### src/rtl/rom_image_loader_pkg.sv
// Shared types and constants for the ROM image loader: FSM encoding, error codes, default pad byte.
package rom_image_loader_pkg;

  typedef enum logic [2:0] {
    StIdle,
    StLenLo,
    StLenHi,
    StData,
    StCsum,
    StFill,
    StDone,
    StError
  } state_e;

  localparam logic [1:0] ERR_NONE = 2'b00;
  localparam logic [1:0] ERR_LEN  = 2'b01;
  localparam logic [1:0] ERR_CSUM = 2'b10;

  localparam logic [7:0] DEFAULT_FILL_BYTE = 8'hFF;

endpackage

### src/rtl/rom_image_loader.sv
// Writer side of the ROM image store: parses a LEN_LO/LEN_HI/data/CSUM byte frame, writes it from
// address 0, verifies the checksum, pads the tail and releases the CPU hold once the image is good.
module rom_image_loader
  import rom_image_loader_pkg::*;
#(
  parameter int unsigned ADDR_WIDTH  = 15,
  parameter logic [7:0]  FILL_BYTE   = DEFAULT_FILL_BYTE,
  parameter bit          FILL_ENABLE = 1'b1
) (
  input  logic                  i_clock,
  input  logic                  i_reset_n,
  input  logic                  i_start,
  input  logic                  i_abort,
  input  logic [7:0]            i_in_data,
  input  logic                  i_in_valid,
  output logic                  o_in_ready,
  output logic [ADDR_WIDTH-1:0] o_wr_address,
  output logic [7:0]            o_wr_data,
  output logic                  o_wr_en,
  output logic                  o_busy,
  output logic                  o_done,
  output logic [1:0]            o_error,
  output logic                  o_cpu_hold
);

  // One extra counter bit so a full-depth image ends at D without wrapping to 0.
  localparam int unsigned       CW    = ADDR_WIDTH + 1;
  localparam logic [CW-1:0]     DEPTH = {1'b1, {ADDR_WIDTH{1'b0}}};

  state_e                r_state, w_state_next;
  logic [7:0]            r_len_lo, w_len_lo_next;
  logic [CW-1:0]         r_len, w_len_next;
  logic [CW-1:0]         r_cnt, w_cnt_next;
  logic [7:0]            r_sum, w_sum_next;
  logic                  r_wr_en, w_wr_en_next;
  logic [ADDR_WIDTH-1:0] r_wr_addr, w_wr_addr_next;
  logic [7:0]            r_wr_data, w_wr_data_next;
  logic [1:0]            r_error, w_error_next;

  logic                  w_in_ready;
  logic                  w_xfer;
  logic [15:0]           w_len;
  logic                  w_len_bad;
  logic [CW-1:0]         w_cnt_inc;

  assign w_in_ready = (r_state == StLenLo) || (r_state == StLenHi) ||
                      (r_state == StData)  || (r_state == StCsum);
  assign w_xfer     = i_in_valid && w_in_ready;
  assign w_len      = {i_in_data, r_len_lo};
  assign w_len_bad  = (w_len == 16'd0) || (32'(w_len) > 32'(DEPTH));
  assign w_cnt_inc  = r_cnt + CW'(1);

  always_comb begin
    w_state_next   = r_state;
    w_len_lo_next  = r_len_lo;
    w_len_next     = r_len;
    w_cnt_next     = r_cnt;
    w_sum_next     = r_sum;
    w_wr_en_next   = 1'b0;
    w_wr_addr_next = r_wr_addr;
    w_wr_data_next = r_wr_data;
    w_error_next   = r_error;

    if (i_abort) begin
      // Abort beats start and any same-cycle byte; nothing is written.
      w_state_next = StIdle;
      w_error_next = ERR_NONE;
    end else begin
      case (r_state)
        StIdle, StDone, StError: begin
          if (i_start) begin
            w_state_next = StLenLo;
            w_cnt_next   = '0;
            w_sum_next   = '0;
            w_error_next = ERR_NONE;
          end
        end
        StLenLo: begin
          if (w_xfer) begin
            w_len_lo_next = i_in_data;
            w_state_next  = StLenHi;
          end
        end
        StLenHi: begin
          if (w_xfer) begin
            if (w_len_bad) begin
              w_state_next = StError;
              w_error_next = ERR_LEN;
            end else begin
              w_len_next   = CW'(w_len);
              w_state_next = StData;
            end
          end
        end
        StData: begin
          if (w_xfer) begin
            w_wr_en_next   = 1'b1;
            w_wr_addr_next = r_cnt[ADDR_WIDTH-1:0];
            w_wr_data_next = i_in_data;
            w_sum_next     = r_sum + i_in_data;
            w_cnt_next     = w_cnt_inc;
            if (w_cnt_inc == r_len) begin
              w_state_next = StCsum;
            end
          end
        end
        StCsum: begin
          if (w_xfer) begin
            if (i_in_data != r_sum) begin
              w_state_next = StError;
              w_error_next = ERR_CSUM;
            end else if (FILL_ENABLE && (r_len != DEPTH)) begin
              w_state_next = StFill;
            end else begin
              w_state_next = StDone;
            end
          end
        end
        StFill: begin
          w_wr_en_next   = 1'b1;
          w_wr_addr_next = r_cnt[ADDR_WIDTH-1:0];
          w_wr_data_next = FILL_BYTE;
          w_cnt_next     = w_cnt_inc;
          if (w_cnt_inc == DEPTH) begin
            w_state_next = StDone;
          end
        end
        default: w_state_next = StIdle;
      endcase
    end
  end

  always_ff @(posedge i_clock or negedge i_reset_n) begin
    if (!i_reset_n) begin
      r_state   <= StIdle;
      r_len_lo  <= '0;
      r_len     <= '0;
      r_cnt     <= '0;
      r_sum     <= '0;
      r_wr_en   <= 1'b0;
      r_wr_addr <= '0;
      r_wr_data <= '0;
      r_error   <= ERR_NONE;
    end else begin
      r_state   <= w_state_next;
      r_len_lo  <= w_len_lo_next;
      r_len     <= w_len_next;
      r_cnt     <= w_cnt_next;
      r_sum     <= w_sum_next;
      r_wr_en   <= w_wr_en_next;
      r_wr_addr <= w_wr_addr_next;
      r_wr_data <= w_wr_data_next;
      r_error   <= w_error_next;
    end
  end

  assign o_in_ready   = w_in_ready;
  assign o_wr_address = r_wr_addr;
  assign o_wr_data    = r_wr_data;
  assign o_wr_en      = r_wr_en;
  assign o_busy       = (r_state != StIdle) && (r_state != StDone) && (r_state != StError);
  assign o_done       = (r_state == StDone);
  assign o_error      = r_error;
  assign o_cpu_hold   = (r_state != StDone);

endmodule
### config.mk
export PLATFORM = sky130hd
export DESIGN_NAME = rom_image_loader
export DESIGN_NICKNAME = d
export VERILOG_FILES = /design/src/rtl/rom_image_loader_pkg.sv /design/src/rtl/rom_image_loader.sv
export SDC_FILE = /design/constraint.sdc
export NUM_CORES = 1
export LEC_CHECK = 0
export CELL_PAD_IN_SITES_DETAIL_PLACEMENT = 0
export CELL_PAD_IN_SITES_GLOBAL_PLACEMENT = 2
export CORE_UTILIZATION = 36
export DETAILED_ROUTE_END_ITERATION = 10
export PLACE_DENSITY_LB_ADDON = 0.3
export RECOVER_POWER = 25
export REMOVE_ABC_BUFFERS = 1
export SLEW_MARGIN = 5
export SYNTH_ARGS = -nofsm -noshare
export SYNTH_HDL_FRONTEND = slang
export SYNTH_SLANG_ARGS = --single-unit
### constraint.sdc
create_clock -name i_clock -period 2.9 [get_ports i_clock]
set_input_delay 0.58 -clock i_clock [delete_from_list [all_inputs] [get_ports i_clock]]
set_output_delay 0.58 -clock i_clock [all_outputs]
set_load 0.05 [all_outputs]
==> impl_metrics.xml <==
<?xml version="1.0" encoding="UTF-8"?>
<metrics>
  <group name="outcome">
    <metric name="result_of_the_run" unit="">finished clean</metric>
  </group>
  <group name="logic_synthesis">
    <metric name="synth_cell_types" unit="">61</metric>
    <metric name="synth_enable_flop_cells" unit="">0</metric>
    <metric name="synth-warning-count" unit="">0</metric>
    <metric name="synth-seq-area-share" unit="">0.417</metric>
    <metric name="synth_area" unit="um^2">4620</metric>
    <metric name="post_synth.cell_area_avg" unit="um^2">9.06</metric>
    <metric name="ys.flop_type" unit="">dfrtp_1</metric>
    <metric name="syn-instance-count" unit="">510</metric>
    <metric name="postSynth.asyncResetShare" unit="">1.00</metric>
    <metric name="synth-seq-cells" unit="">77</metric>
  </group>
  <group name="placement">
    <metric name="dpl.hpwl" unit="mm">9.31</metric>
    <metric name="gpl.final_weighted_congestion" unit="">0.883</metric>
    <metric name="port_buffers" unit="">42</metric>
  </group>
  <group name="critical_path">
    <metric name="worst-endpoint-arrival" unit="ns">2.19</metric>
    <metric name="startpoint_type_of_the_worst_setup_path" unit="">flip-flop</metric>
    <metric name="criticalPathCategory" unit="">flip-flop to primary output</metric>
    <metric name="worstPathMaxFanout" unit="">15</metric>
    <metric name="crit_path_required_time" unit="ns">2.32</metric>
    <metric name="crit_path_end_kind" unit="">primary output</metric>
  </group>
  <group name="grt">
    <metric name="total_routing_usage_reported_by_global_routing" unit="">0.205</metric>
    <metric name="pin_count_of_the_biggest_net_entering_global_routing" unit="">42</metric>
    <metric name="antenna_found_initial" unit="">0</metric>
    <metric name="number_of_global_route_vias_before_repair" unit="">3913</metric>
    <metric name="gr-total-overflow" unit="">0</metric>
    <metric name="grt_first_pass_wirelength" unit="mm">20.6</metric>
  </group>
  <group name="clock_network">
    <metric name="tritoncts" unit="">done</metric>
    <metric name="tritoncts_num_sinks" unit="">77</metric>
    <metric name="cts_resized" unit="">0</metric>
    <metric name="clk-insertion-delay-late" unit="ns">0.35</metric>
    <metric name="cts_hold_repair.buffers" unit="">0</metric>
    <metric name="num_cts_buffers" unit="">9</metric>
    <metric name="clk_pin_slew_worst_paths" unit="ns">0.06</metric>
    <metric name="cts.root.buffer_cell" unit="">clkbuf_16</metric>
    <metric name="htree_num_levels" unit="">3</metric>
    <metric name="cts_max_path_buffers" unit="">2</metric>
    <metric name="post-cts-setup-buffer-count" unit="">0</metric>
  </group>
  <group name="route">
    <metric name="detail_route.drc_violations" unit="">0</metric>
    <metric name="via_count" unit="">4052</metric>
    <metric name="routed_wirelength" unit="mm">12.6</metric>
    <metric name="detail_route.first_pass.iterations" unit="">4</metric>
    <metric name="number_of_routed_nets_with_antenna_violations" unit="">0</metric>
    <metric name="vias_per_cell" unit="">5.30</metric>
    <metric name="avgRoutedWirePerCell" unit="um">16.5</metric>
    <metric name="drt_iter0_markers" unit="">184</metric>
  </group>
  <group name="sta">
    <metric name="grt_setup_unrepaired" unit="">no</metric>
    <metric name="period_needed" unit="ns">2.77</metric>
    <metric name="timing.slew.headroom" unit="">0.235</metric>
    <metric name="worst-slew-pin-transition" unit="ns">1.15</metric>
    <metric name="maximum_achievable_frequency" unit="MHz">361</metric>
    <metric name="layout_worst_path_cycle_share" unit="">0.954</metric>
    <metric name="timing.setup.tns" unit="ns">0</metric>
    <metric name="final.setup_skew" unit="ns">0.00632</metric>
    <metric name="finalHoldViolCount" unit="">0</metric>
    <metric name="slew_violations" unit="">0</metric>
    <metric name="setup_violations" unit="">0</metric>
  </group>
  <group name="finish">
    <metric name="area_delta_synth_final" unit="%">27.3</metric>
    <metric name="final_layout_size_suffix_gt1_frac" unit="">0.188</metric>
    <metric name="layout.nets" unit="">611</metric>
    <metric name="n_antenna_cell" unit="">0</metric>
    <metric name="postLayoutCoreUtil" unit="">0.468</metric>
  </group>
  <group name="floorplan">
    <metric name="row_count" unit="">41</metric>
    <metric name="starting_density_of_the_core" unit="">0.367</metric>
    <metric name="area_of_the_die" unit="um^2">13300</metric>
    <metric name="core_area" unit="um^2">12600</metric>
    <metric name="design.portCount" unit="">43</metric>
    <metric name="die-height" unit="um">115</metric>
    <metric name="die_x" unit="um">115</metric>
  </group>
  <group name="power">
    <metric name="vdd_drop_max" unit="mV">0.522</metric>
    <metric name="power_per_cell_area" unit="nW/um^2">855</metric>
    <metric name="total_leakage_power" unit="nW">2.63</metric>
    <metric name="power" unit="W">0.00503</metric>
  </group>
  <group name="flow_run">
    <metric name="cap_viol_max_count" unit="">0</metric>
  </group>
  <group name="hold_path">
    <metric name="hold_path_class" unit="">input pin to asynchronous set/reset pin</metric>
  </group>
</metrics>
==> sequential cells by signal, summed over array words and instances (netlist names) <==
name          flops
r_cnt            16
r_len            16
o_wr_address     15
o_wr_data         8
r_len_lo          8
r_sum             8
r_state           3
o_error           2
o_wr_en           1
==> Yosys cell counts (9+ instances only) <==
library cell	instances	area, um^2
a21oi_1	27	135
clkbuf_1	27	101
dfrtp_1	77	1930
ha_1	10	125
inv_1	14	52.6
mux2_2	24	270
nand2_1	87	327
nand2b_1	10	62.6
nand3_1	12	60.1
nand4_1	11	68.8
nor2_1	19	71.3
nor3_1	10	50.1
nor4_1	12	75.1
o21ai_0	44	220
xnor2_1	17	149
xor2_1	9	78.8
==> power by group <==
group	total, W	switching (W)	internal [W]
sequential	0.00171	0.000321	0.00139
clock	0.00118	0.000484	0.000696
combinational	0.00213	0.00123	0.000907
==> critical path: stages, from the launching register on <==
cell,delay [ns]
dfrtp_1,0.54
nor2_1,0.33
xnor2_1,0.16
clkdlybuf4s50_1,0.82
==> routing by layer <==
metal / vias to the layer above / global-route usage / wire, um
met3: 26 / 0.0343 / 527
met5: - / 0 / 0
met1: 1941 / 0.267 / 5890
met4: 0 / 0.0866 / 298
met2: 91 / 0.337 / 5870
li1: 1994 / - / -
==> cells by family after synthesis <==
kind of cell | share of synthesized area
AND/OR/NAND/NOR | 0.216
buffers and inverters | 0.0398
adder cells (fa/ha/maj) | 0.0314
flip-flops | 0.417
multiplexers | 0.0715
AO/OA/AOI/OAI | 0.175
XOR/XNOR | 0.0493
==> cells in the final DEF (no fill, tap or decap), drive strengths merged, types with 8 or more instances in the layout <==
cell / netlist / final
nand2: 87 / 87
dfrtp: 77 / 77
buf: 6 / 56
o21ai: 44 / 44
clkdlybuf4s50: 0 / 41
a21oi: 27 / 27
mux2: 24 / 24
nor2: 19 / 19
xnor2: 17 / 17
inv: 15 / 17
nor4: 13 / 13
nand3: 12 / 12
nand4: 12 / 12
clkbuf: 27 / 12
nor3: 10 / 10
nand2b: 10 / 10
ha: 10 / 10
xor2: 9 / 9
o31ai: 8 / 8
or3: 8 / 8
==> area by class of cell <==
cell class	instances	area, um^2
clock buffers	10	239
clock inverters	6	70.1
fillers	1223	6690
inverters	15	56.3
multi-input cells	385	2520
flip-flops and latches	77	1930
well taps	172	215
repair buffers	99	852
==> through the flow <==
step	setup WS [ns]	hold slack (ns)	instances	instance area, um^2
after detailed placement	-0.210	0.455	748	5580
after global placement	-0.186	0.451	748	5580
after CTS	0.113	0.253	764	5880
final	0.133	0.457	764	5880
after floorplan	-0.829	0.284	477	4490
after global routing	0.0131	0.486	764	5880
==> final timing paths <==
kind / startpoint / endpoint / slack, ns / cells past startpoint
setup / recovery: r_state[1] / o_in_ready / 0.13 / 3
hold / removal: i_reset_n / r_cnt[6] / 0.46 / 1
setup reg to reg: r_cnt[0] / r_state[0] / 0.22 / 8
hold reg to reg: o_wr_address[9] / o_wr_address[9] / 0.46 / 2
max in group asynchronous: i_reset_n / r_len_lo[4] / 1.03 / 2
min in group i_clock: o_wr_address[9] / o_wr_address[9] / 0.46 / 2
No activity file was read; power rests on OpenSTA's default activity.
